$ cat src/rtl/ycbcr2rgb.sv
//============================================================================
// Module      : ycbcr2rgb
// Description : Multi-lane YCbCr to RGB888 converter, 3-stage pipeline with
//               valid/ready backpressure. Optional macro
//               YCC2RGB_STUDIO_RANGE_EN selects BT.601 studio-range equations
//               (default: full-range JPEG equations).
// Revision    : 1.0 - initial release
//============================================================================
`timescale 1ns/1ps
`default_nettype none

module ycbcr2rgb #(
    parameter int LANES       = 8,
    parameter int PIPE_STAGES = 3
) (
    input  logic                  i_clk,
    input  logic                  i_rst,
    input  logic                  i_valid,
    output logic                  o_ready,
    input  logic [8*LANES-1:0]    i_y_data,
    input  logic [8*LANES-1:0]    i_cb_data,
    input  logic [8*LANES-1:0]    i_cr_data,
    output logic                  o_valid,
    input  logic                  i_ready,
    output logic [24*LANES-1:0]   o_rgb_data
);

    // The pipeline depth is fixed; the parameter is informational only.
    if (PIPE_STAGES != 3) begin : g_stage_check
        $error("ycbcr2rgb: PIPE_STAGES must be 3");
    end

    // Coefficients. The luma term is always pre-scaled in stage 2 so that
    // R and B reduce to a single rounded sum in stage 3 for both builds.
`ifdef YCC2RGB_STUDIO_RANGE_EN
    localparam logic signed [17:0] c_k_y  = 18'sd298;
    localparam logic signed [17:0] c_k_r  = 18'sd409;
    localparam logic signed [17:0] c_k_gb = 18'sd100;
    localparam logic signed [17:0] c_k_gr = 18'sd208;
    localparam logic signed [17:0] c_k_b  = 18'sd516;
    localparam logic signed [9:0]  c_y_off = 10'sd16;
`else
    localparam logic signed [17:0] c_k_y  = 18'sd256;
    localparam logic signed [17:0] c_k_r  = 18'sd359;
    localparam logic signed [17:0] c_k_gb = 18'sd88;
    localparam logic signed [17:0] c_k_gr = 18'sd183;
    localparam logic signed [17:0] c_k_b  = 18'sd454;
    localparam logic signed [9:0]  c_y_off = 10'sd0;
`endif
    localparam logic signed [19:0] c_round = 20'sd128;

    function automatic logic signed [19:0] sx20(input logic signed [17:0] v);
        return {{2{v[17]}}, v};
    endfunction

    function automatic logic [7:0] clamp8(input logic signed [11:0] v);
        if (v[11])
            return 8'd0;
        else if (v[10:8] != 3'd0)
            return 8'd255;
        else
            return v[7:0];
    endfunction

    logic r_v1, r_v2, r_v3;
    logic w_en1, w_en2, w_en3;

    // A stage may load when it is empty or the stage after it is moving.
    assign w_en3   = !r_v3 || i_ready;
    assign w_en2   = !r_v2 || w_en3;
    assign w_en1   = !r_v1 || w_en2;
    assign o_ready = w_en1;
    assign o_valid = r_v3;

    // Shared stage-valid chain; all lanes advance together.
    always_ff @(posedge i_clk) begin
        if (i_rst) begin
            r_v1 <= 1'b0;
            r_v2 <= 1'b0;
            r_v3 <= 1'b0;
        end else begin
            if (w_en1) r_v1 <= i_valid;
            if (w_en2) r_v2 <= r_v1;
            if (w_en3) r_v3 <= r_v2;
        end
    end

    for (genvar k = 0; k < LANES; k++) begin : g_lane
        logic        [7:0]  w_y, w_cb, w_cr;
        logic signed [9:0]  r_s1_y;
        logic signed [8:0]  r_s1_cb, r_s1_cr;
        logic signed [17:0] w_y_x, w_cb_x, w_cr_x;
        logic signed [17:0] r_s2_y, r_s2_r, r_s2_gb, r_s2_gr, r_s2_b;
        logic signed [11:0] w_r, w_g, w_b;
        logic        [23:0] r_s3_rgb;

        assign w_y  = i_y_data[8*k +: 8];
        assign w_cb = i_cb_data[8*k +: 8];
        assign w_cr = i_cr_data[8*k +: 8];

        assign w_y_x  = {{8{r_s1_y[9]}}, r_s1_y};
        assign w_cb_x = {{9{r_s1_cb[8]}}, r_s1_cb};
        assign w_cr_x = {{9{r_s1_cr[8]}}, r_s1_cr};

        // Stage 3 combinational: rounded floor shift, then channel clamp.
        assign w_r = 12'((sx20(r_s2_y) + sx20(r_s2_r) + c_round) >>> 8);
        assign w_b = 12'((sx20(r_s2_y) + sx20(r_s2_b) + c_round) >>> 8);
`ifdef YCC2RGB_STUDIO_RANGE_EN
        assign w_g = 12'((sx20(r_s2_y) - sx20(r_s2_gb) - sx20(r_s2_gr) + c_round) >>> 8);
`else
        // Full range rounds only the chroma offset, then subtracts it from Y.
        logic signed [11:0] w_g_off;
        assign w_g_off = 12'((sx20(r_s2_gb) + sx20(r_s2_gr) + c_round) >>> 8);
        assign w_g     = $signed({2'b00, r_s2_y[17:8]}) - w_g_off;
`endif

        // Stage 1: register luma and remove the chroma (and luma) offsets.
        always_ff @(posedge i_clk) begin
            if (i_rst) begin
                r_s1_y  <= '0;
                r_s1_cb <= '0;
                r_s1_cr <= '0;
            end else if (w_en1) begin
                r_s1_y  <= $signed({2'b00, w_y}) - c_y_off;
                r_s1_cb <= $signed({1'b0, w_cb}) - 9'sd128;
                r_s1_cr <= $signed({1'b0, w_cr}) - 9'sd128;
            end
        end

        // Stage 2: register the signed coefficient products.
        always_ff @(posedge i_clk) begin
            if (i_rst) begin
                r_s2_y  <= '0;
                r_s2_r  <= '0;
                r_s2_gb <= '0;
                r_s2_gr <= '0;
                r_s2_b  <= '0;
            end else if (w_en2) begin
                r_s2_y  <= c_k_y  * w_y_x;
                r_s2_r  <= c_k_r  * w_cr_x;
                r_s2_gb <= c_k_gb * w_cb_x;
                r_s2_gr <= c_k_gr * w_cr_x;
                r_s2_b  <= c_k_b  * w_cb_x;
            end
        end

        // Stage 3: register the clamped RGB888 pixel to the output.
        always_ff @(posedge i_clk) begin
            if (i_rst)
                r_s3_rgb <= '0;
            else if (w_en3)
                r_s3_rgb <= {clamp8(w_r), clamp8(w_g), clamp8(w_b)};
        end

        assign o_rgb_data[24*k +: 24] = r_s3_rgb;
    end

endmodule

`default_nettype wire
$ cat config.mk
export PLATFORM = sky130hd
export DESIGN_NAME = ycbcr2rgb
export DESIGN_NICKNAME = d
export VERILOG_FILES = /design/src/rtl/ycbcr2rgb.sv
export SDC_FILE = /design/constraint.sdc
export NUM_CORES = 2
export LEC_CHECK = 0
export CORE_MARGIN = 2
export CORE_UTILIZATION = 35
export CTS_BUF_LIST = sky130_fd_sc_hd__clkbuf_8
export CTS_CLUSTER_DIAMETER = 80
export DETAILED_ROUTE_END_ITERATION = 16
export HOLD_SLACK_MARGIN = 0.12
export PLACE_DENSITY_LB_ADDON = 0.2
export SYNTH_ARGS = -nofsm -noshare
export SYNTH_HDL_FRONTEND = slang
export SYNTH_SLANG_ARGS = --single-unit
$ cat constraint.sdc
create_clock -name i_clk -period 5.4 [get_ports i_clk]
set_clock_uncertainty 0.1 [all_clocks]
set_input_delay 1.08 -clock i_clk [delete_from_list [all_inputs] [get_ports i_clk]]
set_output_delay 1.08 -clock i_clk [all_outputs]
set_load 0.005 [all_outputs]
==> flow_summary_export.csv <==
group,metric,value,unit
synthesis,synth_cell_types,88,
placed_design,dp.cells,12902,
power,powerDensity,320,nW/um^2
timing,period_share,95.0,%
floorplan,die_y,487,um
synthesis,synth_top_area_share,25.1,%
timing,slew_viol_final,0,
floorplan,initial_core_util,35.1,%
routing,wirelength,229,mm
synthesis,synth.avg_cell_area,8.50,sq um
clock_network,cts-buffers-inserted,175,
routing,first_pass_iters,6,
power,switching_power,11600,uW
synthesis,ys.flop_type,"dfxtp_1",
clock_network,numClockSinks,859,
timing,period_minus_slack,5130,ps
synthesis,netlist_instances,9596,
critical_path,crit_required,6140,ps
cells_and_area,final_nets,12356,
placed_design,dp_slack,-4.11,ps
power,power.share.clock,25.7,%
clock_network,path_clk_slew,60,ps
synthesis,yosysSeqAreaShare,21.1,%
floorplan,dieArea,237000,sq um
clock_network,cts_tree,"built",
power,intPower,18300,uW
grt,grt_overflow_total,0,
synthesis,synth_seq_cells,859,
routing,drt_iter0_markers,2905,
grt,gr-usage-met3,2.59,%
grt,antenna_found_initial,13,
routing,vias,65435,
clock_network,hold_buffers,0,
hold_path,hold_path.class,"reg2reg",
power,leakage,0.0469,uW
critical_path,end_kind,"flop",
grt,grt_pass1_wl,364,mm
timing,finalSetupViolCount,0,
critical_path,cp_max_fo,5,
synthesis,async_reset_ff_share,0,%
cells_and_area,syn2layout_area_growth,14.9,%
placed_design,gp_congestion,0.894,
grt,grt_use_met1,25.9,%
clock_network,cts_root_buf,"clkbuf_8",
grt,grt.total_usage,19.2,%
timing,relSlewSlack,25.7,%
job,max-cap-violations,0,
grt,grt_busiest_layer,"met2",
critical_path,reg2reg_from,"g_lane[3].r_s1_cr[3]",
status,status,"finished, final reports clean",
critical_path,rr_endpoint,"g_lane[3].r_s2_gr[15]",
cells_and_area,layout_common_cells,"ha_1 (1,629), inv_1 (1,537), nand2_1 (1,335)",
power,worst_ir_drop_vdd,210,uV
cells_and_area,layout_commonest_cell,"ha_1",
timing,hold_viol,0,
placed_design,hpwlAfterDp,180,mm
floorplan,rows,177,
synthesis,syn-cell-area,81500,sq um
timing,whs,349,ps
hold_path,min_path_cells,2,
critical_path,start_kind,"flop",
placed_design,port_buffers,389,
floorplan,top_level_ports,390,
synthesis,synth_top_cell_by_area,"ha_1",
grt,grtUsageMet2,32.0,%
critical_path,arrival,5870,ps
critical_path,crit_start,"g_lane[3].r_s1_cr[3]",
power,finalPower,30000,uW
routing,via_per_inst,4.95,
power,p_sw_share,38.8,%
routing,wire_per_inst,17.3,um
cells_and_area,drive_gt1_share,5.87,%
clock_network,worstSkewPairLatency,970,ps
timing,fmax,0.195,GHz
clock_network,clockBufferDepth,3,
clock_network,htreeDepth,4,
critical_path,rrSetupSlack,270,ps
power,seq_power_share,27.8,%
routing,post-route-drc-count,0,
grt,grt_pass1_vias,66567,
floorplan,die_x,487,um
routing,ant_nets,0,
floorplan,coreArea,232000,sq um
timing,tightest_slew,1100,ps
synthesis,syn_nets,11916,
hold_path,min_from,"g_lane[4].r_s2_gb[7]",
critical_path,r2r_cells,18,
cells_and_area,fin_cells,13224,
hold_path,worstHoldEndpoint,"g_lane[4].r_s2_gb[7]",
synthesis,synth_edf_count,0,
timing,fin_ws,271,ps
synthesis,yosys_warnings,0,
critical_path,path_class,"reg2reg",
power,power_frac_comb,46.6,%
synthesis,synthTopCellsByArea,"ha_1 (25%), dfxtp_1 (21%), fa_1 (12%)",
grt,grt_max_degree,121,
## metal layers
layer | vias to the layer above | part of all wire, %
li1 | 33114 | -
met1 | 31036 | 48
met2 | 1002 | 46
met3 | 279 | 3.6
met4 | 4 | 2.6
met5 | - | 0.0087
## worst max-delay path, stage by stage, from the launching register on
cell	delay (ps)
dfxtp_1	310
buf_4	150
ha_1	400
ha_1	360
fa_1	540
inv_1	60
fa_1	530
inv_1	50
fa_1	450
ha_1	350
o21ai_1	120
a21boi_1	110
o21ai_0	210
a21boi_1	120
o21ai_0	220
a21boi_1	150
o21a_1	200
or3_1	320
a311oi_1	270
## how the worst max path moves through the flow
stage | cells past startpoint | endpoint
after floorplan | 19 | g_lane[4].r_s2_gr[15]
after global placement | 21 | g_lane[3].r_s2_gr[17]
after detailed placement | 21 | g_lane[3].r_s2_gr[15]
after CTS | 17 | g_lane[7].r_s2_r[16]
after global routing | 19 | g_lane[0].r_s2_r[16]
final | 18 | g_lane[3].r_s2_gr[15]
## stage by stage
step	setup TNS, ps	util [%]	instance area (sq um)
6_report	0	40.4	93700
5_1_grt	-19.6	40.4	93700
4_1_cts	0	40.3	93500
3_5_place_dp	-4.11	38.6	89600
3_3_place_gp	0	38.6	89600
2_1_floorplan	0	-	81500
## cell usage after synthesis, types with 119 or more instances
cell type,instances
ha_1,1636
inv_1,1496
nand2_1,1336
dfxtp_1,859
a21oi_1,838
fa_1,488
nor2_1,368
xnor2_1,322
o21ai_0,295
clkbuf_1,273
a221oi_1,134
xor2_1,127
nor3_1,125
a21o_1,119
## final cells by class
type	instances	area (sq um)
Fill cell	23598	138000
Clock inverter	98	928
Multi-Input combinational cell	6962	57900
Timing Repair Buffer	542	5250
Antenna cell	8	20.0
Tap cell	3043	3810
Sequential cell	859	17200
Inverter	1496	5620
Clock buffer	216	2970
## power by group through the flow
stage	registers [uW]	clock network (uW)	logic, uW
3_5_place_dp	8470	0	13900
2_1_floorplan	8180	0	10100
6_report	8330	7690	14000
5_1_grt	8470	8240	16000
4_1_cts	8340	7990	14100
3_3_place_gp	8450	0	13700
## repair_timing
action | in CTS | in global routing
pin swaps | 0 | 3
resized for setup | 2 | 93
endpoints found under the setup margin | 3 | 95
hold endpoints to repair | 0 | 0
setup buffers | 0 | 0
gates cloned | 0 | 0
## sequential cells by signal, indices dropped and copies added (netlist names)
name and flops:
g_lane.r_s3_rgb 192, g_lane.r_s2_b 112, g_lane.r_s2_gr 112, g_lane.r_s2_r 96
g_lane.r_s2_gb 88, g_lane.r_s1_cb 64, g_lane.r_s1_cr 64, g_lane.r_s1_y 64
g_lane.r_s2_y 64, o_valid 1, r_v1 1, r_v2 1
## logic make-up (layout without fill, tap and decap cells)
family                   after synthesis  in the layout  share of synthesized area [%]
AND/OR/NAND/NOR                     2309           2309                           12.4
adder cells (fa/ha/maj)             2125           2125                           37.1
multiplexers                          31             31                          0.396
other                                  0              8                              0
XOR/XNOR                             449            449                           4.82
buffers and inverters               1775           2352                           8.17
AO/OA/AOI/OAI                       2048           2048                           16.0
flip-flops                           859            859                           21.1
No activity file was read; power rests on OpenSTA's default activity.
